[config.mk]
export PLATFORM = sky130hd
export DESIGN_NAME = display_scan_controller_flat
export DESIGN_NICKNAME = d
export VERILOG_FILES = /design/src/rtl/display_scan_if.sv /design/src/rtl/display_scan_controller.sv /design/src/flat_wrapper.sv
export SDC_FILE = /design/constraint.sdc
export NUM_CORES = 1
export LEC_CHECK = 0
export ABC_AREA = 1
export CAP_MARGIN = 20
export CORE_MARGIN = 5
export CORE_UTILIZATION = 54
export DETAILED_ROUTE_END_ITERATION = 12
export GPL_TIMING_DRIVEN = 0
export PLACE_DENSITY = 0.85
export SYNTH_ARGS = -nofsm -noshare
export SYNTH_HDL_FRONTEND = slang
export SYNTH_SLANG_ARGS = --single-unit
[constraint.sdc]
create_clock -name clk -period 4.57 [get_ports clk]
set_input_delay 0.457 -clock clk [delete_from_list [all_inputs] [get_ports clk]]
set_output_delay 0.457 -clock clk [all_outputs]
set_load 0.01 [all_outputs]
[src/rtl/display_scan_if.sv]
// Bundle between the display scan controller and the panel side: state
// select in, message select, digit counter and anode drives out.
interface display_scan_if;
  logic [7:0] estado;
  logic [7:0] msg_sel;
  logic       saida1Contador;
  logic       saida2Contador;
  logic [3:0] dig_n;
  logic       frame_done;
  logic       err;

  modport master (
    output estado,
    input  msg_sel,
    input  saida1Contador,
    input  saida2Contador,
    input  dig_n,
    input  frame_done,
    input  err
  );

  modport slave (
    input  estado,
    output msg_sel,
    output saida1Contador,
    output saida2Contador,
    output dig_n,
    output frame_done,
    output err
  );
endinterface

[src/rtl/display_scan_controller.sv]
// Four-digit multiplexed display scanner with blanking and per-frame
// latching of the one-hot machine state.
//
//   state    | meaning
//   ---------+-------------------------------------------------------------
//   ST_IDLE  | anodes off, estado sampled each cycle until it is one-hot
//   ST_BLANK | anodes off at the start of a digit slot (ghosting guard)
//   ST_SHOW  | current digit anode driven low until the slot ends
module display_scan_controller #(
  parameter int unsigned DIV_MAX      = 3,
  parameter int unsigned BLANK_CYCLES = 1
) (
  input  logic           clk,
  input  logic           rst_n,
  display_scan_if.slave  bus
);

  localparam int unsigned PW = (DIV_MAX < 1) ? 1 : $clog2(DIV_MAX + 1);
  localparam logic [PW-1:0] PRESC_LAST = PW'(DIV_MAX);
  localparam logic [PW-1:0] BLANK_LAST = PW'(BLANK_CYCLES - 1);

  typedef enum logic [1:0] {
    ST_IDLE  = 2'd0,
    ST_BLANK = 2'd1,
    ST_SHOW  = 2'd2
  } state_t;

  state_t        state_q, state_d;
  logic [PW-1:0] presc_q, presc_d;
  logic [1:0]    dig_q, dig_d;
  logic [7:0]    msg_sel_q, msg_sel_d;
  logic          err_q, err_d;
  logic          frame_done_q, frame_done_d;
  logic          estado_ok;
  logic [3:0]    dig_n;

  assign estado_ok = $onehot(bus.estado);

  always_ff @(posedge clk) begin
    if (!rst_n) begin
      state_q      <= ST_IDLE;
      presc_q      <= '0;
      dig_q        <= 2'd0;
      msg_sel_q    <= 8'h00;
      err_q        <= 1'b0;
      frame_done_q <= 1'b0;
    end else begin
      state_q      <= state_d;
      presc_q      <= presc_d;
      dig_q        <= dig_d;
      msg_sel_q    <= msg_sel_d;
      err_q        <= err_d;
      frame_done_q <= frame_done_d;
    end
  end

  always_comb begin
    state_d      = state_q;
    presc_d      = presc_q;
    dig_d        = dig_q;
    msg_sel_d    = msg_sel_q;
    err_d        = err_q;
    frame_done_d = 1'b0;

    case (state_q)
      ST_IDLE: begin
        presc_d = '0;
        dig_d   = 2'd0;
        if (estado_ok) begin
          msg_sel_d = bus.estado;
          err_d     = 1'b0;
          state_d   = ST_BLANK;
        end else begin
          msg_sel_d = 8'h00;
          err_d     = 1'b1;
        end
      end

      ST_BLANK: begin
        presc_d = presc_q + PW'(1);
        if (presc_q == BLANK_LAST) state_d = ST_SHOW;
      end

      ST_SHOW: begin
        if (presc_q == PRESC_LAST) begin
          presc_d = '0;
          dig_d   = dig_q + 2'd1;
          state_d = ST_BLANK;
          // Frame boundary: the only point where a new estado is accepted.
          if (dig_q == 2'd3) begin
            frame_done_d = 1'b1;
            dig_d        = 2'd0;
            if (estado_ok) begin
              msg_sel_d = bus.estado;
            end else begin
              msg_sel_d = 8'h00;
              err_d     = 1'b1;
              state_d   = ST_IDLE;
            end
          end
        end else begin
          presc_d = presc_q + PW'(1);
        end
      end

      default: begin
        state_d = ST_IDLE;
      end
    endcase
  end

  always_comb begin
    dig_n = 4'b1111;
    if (state_q == ST_SHOW) dig_n[dig_q] = 1'b0;
  end

  assign bus.msg_sel        = msg_sel_q;
  assign bus.err            = err_q;
  assign bus.frame_done     = frame_done_q;
  assign bus.dig_n          = dig_n;
  assign bus.saida1Contador = dig_q[1];
  assign bus.saida2Contador = dig_q[0];

endmodule

[src/flat_wrapper.sv]
// flat-port wrapper written by rule: the top's interface ports become plain ports
module display_scan_controller_flat 
#(
  parameter int unsigned DIV_MAX      = 3,
  parameter int unsigned BLANK_CYCLES = 1
)
  (clk, rst_n, bus_estado, bus_msg_sel, bus_saida1Contador, bus_saida2Contador, bus_dig_n, bus_frame_done, bus_err);
  display_scan_if bus_i ();
  input  logic clk;
  input  logic rst_n;
  input wire logic [$bits(bus_i.estado)-1:0] bus_estado;
  output wire logic [$bits(bus_i.msg_sel)-1:0] bus_msg_sel;
  output wire logic [$bits(bus_i.saida1Contador)-1:0] bus_saida1Contador;
  output wire logic [$bits(bus_i.saida2Contador)-1:0] bus_saida2Contador;
  output wire logic [$bits(bus_i.dig_n)-1:0] bus_dig_n;
  output wire logic [$bits(bus_i.frame_done)-1:0] bus_frame_done;
  output wire logic [$bits(bus_i.err)-1:0] bus_err;
  assign bus_i.estado = bus_estado;
  assign bus_msg_sel = bus_i.msg_sel;
  assign bus_saida1Contador = bus_i.saida1Contador;
  assign bus_saida2Contador = bus_i.saida2Contador;
  assign bus_dig_n = bus_i.dig_n;
  assign bus_frame_done = bus_i.frame_done;
  assign bus_err = bus_i.err;
  display_scan_controller #(.DIV_MAX(DIV_MAX), .BLANK_CYCLES(BLANK_CYCLES)) u_core (.clk(clk), .rst_n(rst_n), .bus(bus_i));
endmodule
# [Word level (Yosys, flattened, before mapping)]
# Cells that the tools add are included.
[word_totals] wordCells=62 register_bits=16 inputBits=10
[op_classes] n_reduce_logical=10 order_cmp=2 n_bitwise=1 n_eq_ne=10 mux=24 n_addsub=9
[ops] operator="8-bit 2-to-1 mux" count=3
[ops] operator="8-bit case mux with 2 select lines" count=1
[ops] operator="2-bit 2-to-1 mux" count=7
[ops] operator="4-bit adder" count=3
[ops] operator="2-bit case mux with 3 select lines" count=2
[ops] operator="3-bit AND reduction" count=3
[ops] operator="1-bit by 1-bit adder with 2-bit output" count=4
[ops] operator="2-bit by 1-bit != test with 1-bit output, second input constant" count=4
[ops] operator="1-bit 2-to-1 mux" count=7
[ops] operator="2-bit == test, second input constant" count=3
[ops] operator="2-bit by 1-bit adder with 2-bit output, second input constant" count=2
[ops] operator="4-bit by 1-bit == test with 1-bit output, second input constant" count=1
[ops] operator="2-bit zero test" count=2
[ops] operator="4-bit 2-to-1 mux" count=1
[ops] operator="4-bit inverter" count=1
[ops] operator="2-bit case mux with 2 select lines" count=1
[ops] operator="4-bit AND reduction" count=1
[ops] operator="2-bit by 3-bit less-than comparator with 1-bit output, second input constant" count=1
[ops] operator="3-bit nonzero test" count=1
[ops] operator="1-bit demux with 2-bit select" count=1
[ops] operator="2-bit by 1-bit == test with 1-bit output, second input constant" count=1
[ops] operator="2-bit by 1-bit greater-or-equal comparator with 1-bit output, second input constant" count=1
[ops] operator="2-bit != test, second input constant" count=1
[ops] operator="1-bit case mux with 2 select lines" count=1
[ops] operator="other kinds (3)" count=3

# [Logic depth before layout (Yosys ltp)]
# Gate-level depths: netlist (run 1).
[depth] word_depth=8 ltp_mapped=14 ltp_nobuf=14

# [Least setup slack after synthesis (run 1)]
# OpenSTA, ideal clock, no wires.
[synth_path] path_kind="input to register" startpoint="input port bus_estado[0]" endpoint="register u_core.state_q[0]" n_path_buf=0 t_arrival_ps=3042 cell_stages=13 setup_slack_ps=1416 setup_time_ps=113 path_cell_list="ha_1 fa_1 inv_1 fa_1 inv_1 ha_1 fa_1 nor2_4 nand2_2 nand2_1 nand2_1 nor2_1 nor2_1"
[synth_via] elab_chain_len=8 word_cells_on_any_way=10
[synth_rtl] item="start: declaration" line_no="flat_wrapper.sv:11" rtl="input wire logic [$bits(bus_i.estado)-1:0] bus_estado;"
[synth_rtl] item="1-bit by 1-bit adder with 2-bit output (implied by the code) (*)" line_no="display_scan_controller.sv:37" rtl="assign estado_ok = $onehot(bus.estado);"
[synth_rtl] item="4-bit adder (implied by the code) (*) (2 in a row)" line_no="display_scan_controller.sv:37"
[synth_rtl] item="4-bit by 1-bit == test with 1-bit output (*)" line_no="display_scan_controller.sv:37"
[synth_rtl] item="1-bit 2-to-1 mux" line_no="display_scan_controller.sv:93" rtl="if (estado_ok) begin"
[synth_rtl] item="2-bit 2-to-1 mux" line_no="display_scan_controller.sv:90" rtl="if (dig_q == 2'd3) begin"
[synth_rtl] item="2-bit 2-to-1 mux" line_no="display_scan_controller.sv:85" rtl="if (presc_q == PRESC_LAST) begin"
[synth_rtl] item="2-bit case mux with 3 select lines" line_no="display_scan_controller.sv:65" rtl="case (state_q)"
[synth_rtl] item="end signal: assignment" line_no="display_scan_controller.sv:48" rtl="state_q <= state_d;"
[synth_rtl] item="end: declaration" line_no="display_scan_controller.sv:28" rtl="state_t state_q, state_d;"
# Every way passes the cells marked *; elsewhere a longest branch is shown, timed or not. The select of a mux whose other input is x is not followed.
# A chain may end at the register's enable or synchronous reset.

# [Final worst setup path (run 1)]
# Ends and elaborated chain as after synthesis.

==> summary.txt, run 1 <==
Timing
  – Period utilization: around three quarters
  – Fmax: 0.285 GHz
  – Final setup fails: 0
  – Hold Fails Final Rpt: 0
  – Setup TNS: 0 ns
  – Max_slew headroom: about 82%
  – Pins Over Slew Limit: 0
  – RSZ-0062 raised after global routing: false
  – Clock Skew: 0.00847 ns
  – Minimum hold slack: roughly 0.49 ns
  – Slew @ Worst Pin: about 0.26 ns
  – Fin crit period: ~3.5 ns

Floorplan
  – Die ar.: ~3200 um2
  – Initial core utilization: 54.9%
  – Ports: 26
  – Core Box Area: around 2100 um2
  – Row cnt: 17
  – Die W: 56.7 um
  – Die Span Y: roughly 57 um

Synth
  – Sequential-to-total area share from yosys stat: roughly 27%
  – Syn_nets: around 170
  – Yosys warns: 0
  – Most repeated cell in the gate-level netlist after synthesis: nand2_1
  – Post-synthesis cell type count: 24
  – Top cells by count, synth: nand2_1 (25), inv_1 (22), dfxtp_1 (16), ha_1 (16)
  – Post-synth top flop: dfxtp_1
  – Top cells by area, synth: dfxtp_1 (27%), ha_1 (17%), nand2_1 (8.0%)
  – Post-synth top area share: 27.1%
  – Mapped Avg Cell Area: 8.49 um2
  – Mapped Cells: 139
  – Synth Cell Area: roughly 1200 um2
  – EDFF count, synth: 0
  – Ys async rst share: 0%
  – Synthesized flop and latch total: 16
  – Synth area leader: dfxtp_1

Clock tree
  – Worst-path clk slew: approximately 0.090 ns
  – Inserted Clock Buffers: 3
  – Post-cts repair resize count: 0
  – Htree depth: 1
  – TritonCTS clock tree: yes
  – CTS Buffer Depth: 2
  – Root Buffer: clkbuf_4
  – Post-CTS Setup Bufs: 0
  – Clock network latency to the later pin of the worst-skew pair: around 0.28 ns
  – Hold-fix buffers, CTS: 0
  – TritonCTS Sinks: 16

Finish
  – Multi-input logic area: 731 um2
  – Share of cells above drive strength 1: approximately a fifth
  – Total Nets Final: about 200
  – ANT cells: 0
  – Filler cells: ~190
  – Area delta synth->final: 26.1%
  – Seq. cell area: roughly 320 um2

Drt
  – Routed vias/inst: ~4.8
  – Initial DRC Count: 9
  – Final WL: 2260 um
  – Via count: approximately 940
  – DR pass1 iterations: 4
  – Post-route ant nets: 0
  – Drt drc: 0
  – Avg WL per Cell: 11.6 um

Worst hold path
  – Hold Crit Start: u_core.bus.err$_SDFFE_PN0P_
  – Hold Path Class: flop to flop
  – Hold EP: u_core.bus.err$_SDFFE_PN0P_
  – Hold path depth: 2

Run status
  – Status: finished clean

Global route
  – First-pass GRT wire length: about 4000 um
  – Vias in the first global route: 946
  – Total GRT Usage: 15.7%
  – Remaining global-route overflow: 0
  – Largest net degree at the start of global routing: 11
  – Initial antenna violation count: 0

Worst setup path
  – R2r endpoint: u_core.bus.msg_sel[4]$_SDFFE_PN0P_
  – Required time of the worst setup path: about 4.8 ns
  – Critical path class: primary input to flop
  – Startpoint types: primary input
  – CP Capture Type: flop
  – R2R setup slack: 3.06 ns
  – Critical path arrival: approximately 3.7 ns
  – Crit Path Max Fanout: 9
  – Worst r2r src: u_core.state_q[0]$_SDFFE_PN0P_
  – Register-to-Register Path Depth: 10

Placement
  – Post-DP HPWL: 1910 um
  – GP Congestion: ~0.82
  – Port Buf Inserts: 25

Job
  – Max_cap viols: 0

Power and ir drop
  – Leak: between 0.6 and 0.7 nW
  – P per Cell Area: 616 nW/um2
  – VDD IR max: 0.356 mV
[cell families after synthesis]
family / synth area share, %
flops: 27.1
compound gates: 12.4
buf+inv: 10.9
fa+ha+maj: 23.8
simple gates: 25.8
[cell usage in the layout, fill, tap and decap left out, types with 2 or more instances in the layout]
| cell type | instances |
|---|---|
| nor2_4 | 2 |
| o21ai_0 | 3 |
| inv_1 | 22 |
| nor2_1 | 7 |
| nand2_1 | 25 |
| clkbuf_4 | 3 |
| o21ai_2 | 8 |
| clkdlybuf4s50_1 | 25 |
| nor2_2 | 8 |
| nand2_4 | 4 |
| fa_1 | 4 |
| nand3_1 | 8 |
| a21oi_1 | 5 |
| ha_1 | 16 |
| dfxtp_1 | 16 |
[flip-flops by register name (all words and copies together) (netlist names)]
name                   cells
u_core.bus.msg_sel         8
u_core.bus.err             1
u_core.dig_q               2
u_core.state_q             2
u_core.bus.frame_done      1
u_core.presc_q             2
[worst max path at each step]
stage / startpoint / to / slack (ns)
6_report: bus_estado[0] / u_core.state_q[0]$_SDFFE_PN0P_ / 1.06
5_1_grt: bus_estado[0] / u_core.state_q[0]$_SDFFE_PN0P_ / 0.91
4_1_cts: bus_estado[0] / u_core.state_q[0]$_SDFFE_PN0P_ / 1.06
3_5_place_dp: bus_estado[0] / u_core.state_q[0]$_SDFFE_PN0P_ / 0.78
3_3_place_gp: bus_estado[0] / u_core.state_q[0]$_SDFFE_PN0P_ / 0.80
2_1_floorplan: bus_estado[0] / u_core.state_q[0]$_SDFFE_PN0P_ / 1.42
[report_power, final]
| part | internal, W | total [W] | switching [W] |
|---|---|---|---|
| Clock | 0.0000306 | 0.0000699 | 0.0000393 |
| Sequential | 0.000188 | 0.000219 | 0.0000312 |
| Combinational | 0.000278 | 0.000628 | 0.000350 |
[worst max-delay path, stage by stage]
cell and delay (ns):
clkdlybuf4s50_1 0.45, ha_1 0.24, fa_1 0.54, inv_1 0.06
fa_1 0.53, inv_1 0.04, ha_1 0.20, fa_1 0.48
nor2_4 0.24, nand2_2 0.12, nand2_1 0.09, nand2_1 0.09
nand2_1 0.07, nand2_1 0.05, nor2_1 0.08
[per-stage QoR]
stage                     cells  utilization (%)  instance area, um2  power (W)  setup WS, ns
final                       195             69.2                1490   0.000917          1.06
after global routing        195             69.2                1490    0.00101         0.910
after CTS                   195             69.2                1490   0.000931          1.06
after detailed placement    192             68.2                1470   0.000858         0.782
after global placement      192             68.2                1470   0.000834         0.803
after floorplan             139                -                1180   0.000696          1.42
[final cells by class]
type,instances,area share [%]
multi-input combinational,96,49.1
sequential,16,21.5
timing repair buffer,25,16.8
inverter,24,6.22
buffer,3,2.44
tap,28,2.35
clock buffer,3,1.51
[layer usage]
layer | global-route usage [%] | up-vias | share of wire, %
met5 | 0 | - | 0
met4 | 5.30 | 0 | 1.7
met3 | 6.21 | 6 | 6.1
met2 | 28.1 | 18 | 53
met1 | 16.6 | 425 | 39
li1 | - | 489 | -
No activity file was read; power rests on OpenSTA's default activity.
==> inputs of run 2 (changes only) <==
--- a/config.mk
+++ b/config.mk
@@ -8,10 +8,10 @@
 export ABC_AREA = 1
 export CAP_MARGIN = 20
 export CORE_MARGIN = 5
-export CORE_UTILIZATION = 54
+export CORE_UTILIZATION = 50
 export DETAILED_ROUTE_END_ITERATION = 12
 export GPL_TIMING_DRIVEN = 0
-export PLACE_DENSITY = 0.85
+export PLACE_DENSITY = 0.79
 export SYNTH_ARGS = -nofsm -noshare
 export SYNTH_HDL_FRONTEND = slang
 export SYNTH_SLANG_ARGS = --single-unit
==> constraint.sdc (replaced) <==
create_clock -name clk -period 3.4 [get_ports clk]
set_input_delay 0.34 -clock clk [delete_from_list [all_inputs] [get_ports clk]]
set_output_delay 0.34 -clock clk [all_outputs]
set_load 0.01 [all_outputs]
==> summary.txt, run 2 (synthesized netlist as in run 1, its figures left out) <==
Global route
  – Vias in the first global route: 922 (-2.5%)
  – Largest net degree at the start of global routing: 11 (unchanged)
  – First-pass GRT wire length: 3970 um (-0.35%)
  – Total GRT Usage: 15.1% (-0.63 points)
  – Remaining global-route overflow: 0 (unchanged)
  – Initial antenna violation count: 0 (unchanged)

Timing
  – Clock Skew: 0.0106 ns (+0.00210 ns)
  – Fin crit period: ~3.3 ns
  – Pins Over Slew Limit: 0 (unchanged)
  – Hold Fails Final Rpt: 0 (unchanged)
  – Period utilization: a little over nine tenths
  – Setup TNS: 0 ns (unchanged)
  – Slew @ Worst Pin: 0.261 ns (-0.00215 ns)
  – Fmax: about 0.3 GHz
  – Final setup fails: 0 (unchanged)
  – Max_slew headroom: 82.6% (+0.14 points)

Finish
  – Max FFs per register: 8 (unchanged)
  – Fin area: 1520 um2 (+1.9%)
  – Area delta synth->final: 28.5%
  – Final std cells w/o fill: 197 (+1.0%)
  – Filler cells: 200 (+6.4%)
  – Finished Core Util: 67.9% (-1.3 points)
  – Commonest non-fill, non-tap cells in the layout: nand2_1 (25), clkdlybuf4s50_1 (25), inv_1 (22), dfxtp_1 (16), ha_1 (15)
  – Share of cells above drive strength 1: 21.9% (+1.5 points)
  – Total Nets Final: 200 (+0.50%)
  – ANT cells: 0 (unchanged)
  – Seq. cell area: 320 um2 (unchanged)
  – Multi-input logic area: 738 um2 (+1.0%)

Drt
  – Initial DRC Count: 9 (unchanged)
  – Final WL: 2320 um (+2.9%)
  – DR pass1 iterations: 4 (unchanged)
  – Drt drc: 0 (unchanged)
  – Routed vias/inst: 4.81 (about the same)
  – Via count: 947 (+0.96%)
  – Post-route ant nets: 0 (unchanged)
  – Avg WL per Cell: 11.8 um (+1.8%)

Worst setup path
  – Cell breakdown of the critical path: clkdlybuf4s50_1 -> ha_2 -> inv_1 -> fa_1 -> fa_1 -> inv_1 -> ha_1 -> fa_1 -> nor2_4 -> nand2_4 -> nand2_1 -> nand2_1 -> nand2_1 -> nand2_1 -> nor2_1
  – Register-to-Register Path Depth: 10 (unchanged)
  – CP Depth: 15 (unchanged)
  – CP top delay family: adder cells
  – CP Capture Type: flop
  – Crit Path Max Fanout: 8 (-1)
  – WP buf/inv: 3 (unchanged)
  – Critical path arrival: 3.50 ns (-0.24 ns)
  – Most used cell, CP: nand2_1
  – Crit-path slowest cell: fa_1
  – Startpoint types: primary input
  – Critical path class: primary input to flop
  – Required time of the worst setup path: 3.63 ns (-1.17 ns)
  – R2R setup slack: 1.89 ns (-1.17 ns)
  – R2r endpoint: u_core.bus.msg_sel[4]$_SDFFE_PN0P_
  – Slowest cell delay on critical path: 0.51 ns (-0.03 ns)
  – Worst r2r src: u_core.state_q[0]$_SDFFE_PN0P_

Power and ir drop
  – P per Cell Area: 845 nW/um2 (+37%)
  – Leak: 0.715 nW (+2.5%)
  – VDD IR max: 0.713 mV (+100%)
  – Final total power: 0.00128 W (+40%)

Placement
  – Dpl cells: 192 (unchanged)
  – Post-DP HPWL: 1990 um (+4.5%)
  – GP Congestion: 0.809 (-1.4%)
  – Post-DP Area: 1470 um2 (unchanged)
  – Port Buf Inserts: 25 (unchanged)

Floorplan
  – Die ar.: 3430 um2 (+6.6%)
  – Die Span Y: 58.6 um (+3.2%)
  – Die W: 58.6 um (+3.2%)
  – Initial core utilization: 52.8% (-2.1 points)
  – Core Box Area: 2230 um2 (+4.0%)
  – Ports: 26 (unchanged)
  – Row cnt: 17 (unchanged)

Worst hold path
  – Hold Crit Start: u_core.presc_q[1]$_SDFFE_PN0P_
  – Hold Path Class: flop to flop
  – Hold path depth: 2 (unchanged)
  – Hold EP: u_core.presc_q[1]$_SDFFE_PN0P_

Clock tree
  – TritonCTS clock tree: yes
  – CTS Buffer Depth: 2 (unchanged)
  – Root Buffer: clkbuf_4
  – Clock network latency to the later pin of the worst-skew pair: 0.29 ns (about the same)
  – Htree depth: 1 (unchanged)
  – Worst-path clk slew: 0.10 ns (about the same)
  – TritonCTS Sinks: 16 (unchanged)
  – Inserted Clock Buffers: 3 (unchanged)

Run status
  – Status: finished clean

Job
  – Max_cap viols: 0 (unchanged)
run 2: cell types whose count changed in the layout (fill, tap and decap cells not counted):
| cell | before | now |
|---|---|---|
| nand2_4 | 4 | 5 |
| ha_1 | 16 | 15 |
| buf_4 | 0 | 1 |
| ha_2 | 0 | 1 |
| clkbuf_8 | 0 | 1 |
| nand2_2 | 1 | 0 |
run 2: worst max-delay path by stage:
stage,end,slack (ns),startpoint
4_1_cts,u_core.state_q[0]$_SDFFE_PN0P_,0.06,bus_estado[0]
3_3_place_gp,u_core.state_q[0]$_SDFFE_PN0P_,-0.21,bus_estado[0]
2_1_floorplan,u_core.state_q[0]$_SDFFE_PN0P_,0.36,bus_estado[0]
3_5_place_dp,u_core.state_q[0]$_SDFFE_PN0P_,-0.26,bus_estado[0]
6_report,u_core.state_q[0]$_SDFFE_PN0P_,0.13,bus_estado[1]
5_1_grt,u_core.state_q[0]$_SDFFE_PN0P_,-0.01,bus_estado[1]
run 2: what timing repair did:
item | in CTS | in global routing
resized for setup | 0 | 2
setup buffers | 0 | 1
setup endpoints to repair | 0 | 2
hold buffers | 0 | 0
run 2: final cells by class:
class                           count  share of cell area, %
Multi-Input combinational cell     96                   48.7
Sequential cell                    16                   21.1
Timing Repair Buffer               26                   17.0
Inverter                           24                   6.11
Clock buffer                        4                   2.39
Buffer                              3                   2.39
Tap cell                           28                   2.31
run 2: power breakdown:
| part | leakage (nW) | switching, W | total, W | internal, W |
|---|---|---|---|---|
| clock | 0.0210 | 0.0000599 | 0.000125 | 0.0000652 |
| combinational | 0.563 | 0.000479 | 0.000860 | 0.000381 |
| sequential | 0.131 | 0.0000439 | 0.000296 | 0.000252 |
run 2: metal layers:
layer | wire length, um | track usage [%] | share of wire [%]
met2 | 1250 | 26.6 | 54
met1 | 964 | 17.2 | 42
met3 | 81 | 3.95 | 3.5
met5 | 0 | 0 | 0
met4 | 23 | 5.83 | 0.99
run 2: stage by stage:
step | setup slack, ns | hold slack [ns]
2_1_floorplan | 0.363 | 0.453
3_3_place_gp | -0.211 | 0.460
3_5_place_dp | -0.265 | 0.477
4_1_cts | 0.0563 | 0.489
5_1_grt | -0.00975 | 0.522
6_report | 0.131 | 0.483
run 2: worst register-to-register path: stages, from the launching register on:
cell	delay, ns
dfxtp_1	0.36
inv_1	0.08
ha_1	0.21
buf_6	0.14
nand2_4	0.07
inv_4	0.04
nand2_4	0.08
nand2_8	0.08
buf_12	0.16
o21ai_2	0.13
nor2_2	0.05
==> inputs of run 3 (changes only) <==
--- a/config.mk
+++ b/config.mk
@@ -8,10 +8,10 @@
 export ABC_AREA = 1
 export CAP_MARGIN = 20
 export CORE_MARGIN = 5
-export CORE_UTILIZATION = 50
+export CORE_UTILIZATION = 42
 export DETAILED_ROUTE_END_ITERATION = 12
 export GPL_TIMING_DRIVEN = 0
-export PLACE_DENSITY = 0.79
+export PLACE_DENSITY = 0.68
 export SYNTH_ARGS = -nofsm -noshare
 export SYNTH_HDL_FRONTEND = slang
 export SYNTH_SLANG_ARGS = --single-unit
==> summary.txt, run 3 (synthesized netlist as in run 1, its figures left out) <==
Run status
  – Status: finished clean

Power and ir drop
  – Switching share of power: 45.4% (-0.049 points)
  – Cell-internal power: 0.000691 W (-1.0%)
  – Switching power: 0.000576 W (-1.2%)
  – Combinational share of power: 68.8% (+1.7 points)
  – VDD IR max: 0.619 mV (-13%)
  – Sequential Power Share: 23.4% (+0.3 points)
  – P per Cell Area: 833 nW/um2 (-1.4%)
  – Clock power frac: 7.8% (-2.0 points)
  – Leak: 0.718 nW (+0.40%)

Drt
  – Drt drc: 0 (unchanged)
  – Via count: 950 (+0.32%)
  – Initial DRC Count: 15 (+6)
  – DR pass1 iterations: 5 (+1)
  – Final WL: 2220 um (-4.3%)
  – Routed vias/inst: 4.70 (-2.2%)
  – Avg WL per Cell: 11.0 um (-6.6%)
  – Post-route ant nets: 0 (unchanged)

Worst setup path
  – Cell breakdown of the critical path: clkdlybuf4s50_1 -> ha_1 -> fa_1 -> inv_1 -> fa_1 -> inv_1 -> ha_1 -> fa_1 -> nor2_4 -> nand2_2 -> nand2_1 -> nand2_1 -> nand2_1 -> nand2_1 -> nor2_1
  – WP buf/inv: 3 (unchanged)
  – R2r endpoint: u_core.bus.msg_sel[6]$_SDFFE_PN0P_
  – CP Capture Type: flop
  – Required time of the worst setup path: 3.63 ns (about the same)
  – Crit Path Max Fanout: 6 (-2)
  – Most used cell, CP: nand2_1
  – Startpoint types: primary input
  – CP top delay family: adder cells
  – Critical path arrival: 3.51 ns (about the same)
  – Slowest cell delay on critical path: 0.53 ns (+0.02 ns)
  – Worst r2r src: u_core.state_q[0]$_SDFFE_PN0P_
  – Register-to-Register Path Depth: 10 (unchanged)
  – R2R setup slack: 1.92 ns (+0.03 ns)
  – Crit-path slowest cell: fa_1
  – Critical path class: primary input to flop

Timing
  – Fin crit period: 3.28 ns (+0.00970 ns)
  – Pins Over Slew Limit: 0 (unchanged)
  – Max_slew headroom: 83.4% (+0.74 points)
  – Period utilization: 96.4% (+0.29 points)
  – Clock Skew: 0.00341 ns (-0.00716 ns)
  – Fmax: 0.305 GHz (-0.30%)
  – Slew @ Worst Pin: 0.250 ns (-0.0112 ns)
  – Hold Fails Final Rpt: 0 (unchanged)
  – Final WS setup: 0.122 ns (-0.00970 ns)
  – Minimum hold slack: 0.494 ns (+0.0110 ns)
  – Final setup fails: 0 (unchanged)

Floorplan
  – Ports: 26 (unchanged)
  – Die Span Y: 63 um (+7.6%)
  – Initial core utilization: 43.2% (-9.7 points)
  – Core Box Area: 2730 um2 (+22%)
  – Row cnt: 19 (+2)
  – Die ar.: 3970 um2 (+16%)
  – Die W: 63 um (+7.6%)

Finish
  – Total Nets Final: 203 (+1.5%)
  – Max FFs per register: 8 (unchanged)
  – Filler cells: 232 (+16%)
  – Area delta synth->final: 29.0%
  – Commonest non-fill, non-tap cells in the layout: nand2_1 (25), clkdlybuf4s50_1 (25), inv_1 (22), ha_1 (16), dfxtp_1 (16)
  – ANT cells: 0 (unchanged)
  – Share of cells above drive strength 1: 22.2% (+0.33 points)

Placement
  – Port Buf Inserts: 25 (unchanged)
  – Post-DP HPWL: 1870 um (-6.2%)
  – Worst slack, placed: -0.271 ns (-0.00596 ns)
  – GP Congestion: 0.802 (-0.95%)

Job
  – Max_cap viols: 0 (unchanged)

Worst hold path
  – Hold Path Class: flop to flop
  – Hold Crit Start: u_core.presc_q[1]$_SDFFE_PN0P_
  – Hold EP: u_core.presc_q[1]$_SDFFE_PN0P_
  – Hold path depth: 2 (unchanged)

Clock tree
  – Root Buffer: clkbuf_4
  – TritonCTS clock tree: yes
  – TritonCTS Sinks: 16 (unchanged)
  – Post-cts repair resize count: 0 (unchanged)
  – Clock network latency to the later pin of the worst-skew pair: 0.28 ns (about the same)
  – CTS Buffer Depth: 2 (unchanged)
  – Hold-fix buffers, CTS: 0 (unchanged)
  – Worst-path clk slew: 0.09 ns (about the same)
  – Post-CTS Setup Bufs: 0 (unchanged)
  – Inserted Clock Buffers: 3 (unchanged)
  – Htree depth: 1 (unchanged)

Global route
  – Largest net degree at the start of global routing: 11 (unchanged)
  – Initial antenna violation count: 0 (unchanged)
  – Remaining global-route overflow: 0 (unchanged)
  – Vias in the first global route: 983 (+6.6%)
  – Total GRT Usage: 12.6% (-2.5 points)
  – First-pass GRT wire length: 4220 um (+6.4%)
-- run 3: cell type report --
class	count	area [um2]	share of cell area, %
flip-flops and latches	16	320	21.1
well taps	31	38.8	2.55
plain buffers	3	36.3	2.38
multi-input cells	96	731	48.0
inverters	24	92.6	6.09
repair buffers	29	280	18.4
clock buffers	3	22.5	1.48
-- run 3: worst max-delay path by stage --
stage | end | start | depth (start not counted) | slack, ns
finish | u_core.state_q[0]$_SDFFE_PN0P_ | bus_estado[0] | 15 | 0.12
detailed placement | u_core.state_q[0]$_SDFFE_PN0P_ | bus_estado[0] | 15 | -0.27
global route | u_core.state_q[0]$_SDFFE_PN0P_ | bus_estado[0] | 15 | -0.004
global placement | u_core.state_q[0]$_SDFFE_PN0P_ | bus_estado[0] | 14 | -0.22
CTS | u_core.state_q[0]$_SDFFE_PN0P_ | bus_estado[0] | 15 | 0.04
floorplan | u_core.state_q[0]$_SDFFE_PN0P_ | bus_estado[0] | 13 | 0.36
-- run 3: power by group through the flow --
stage / combinational, W / clock [W] / sequential [W]
floorplan: 0.000620 / 0 / 0.000316
global placement: 0.000828 / 0 / 0.000298
detailed placement: 0.000854 / 0 / 0.000302
CTS: 0.000857 / 0.000103 / 0.000298
global route: 0.000982 / 0.000114 / 0.000307
finish: 0.000872 / 0.0000985 / 0.000297
-- run 3: metrics by stage --
step           TNS [ns]  cells  power (W)  utilization [%]  cell area (um2)
2_1_floorplan         0    139   0.000936                -             1180
5_1_grt        -0.00352    202    0.00140             55.7             1520
4_1_cts               0    198    0.00126             54.6             1490
6_report              0    202    0.00127             55.7             1520
3_5_place_dp      -1.01    195    0.00116             53.7             1470
3_3_place_gp     -0.513    195    0.00113             53.7             1470
-- run 3: worst min-delay path: cells and delay by family, from the launching register on --
kind | cells | cell delay (ns)
flops | 1 | 0.34
simple gates | 1 | 0.06
compound gates | 1 | 0.06
-- run 3: per-layer routing --
metal  up-vias  GRT usage [%]  part of all wire [%]
li1        499              -                     -
met1       432           16.2                    46
met2        19           20.6                    49
met3         0           4.50                   5.0
met4         0           1.59                     0
met5         -              0                     0
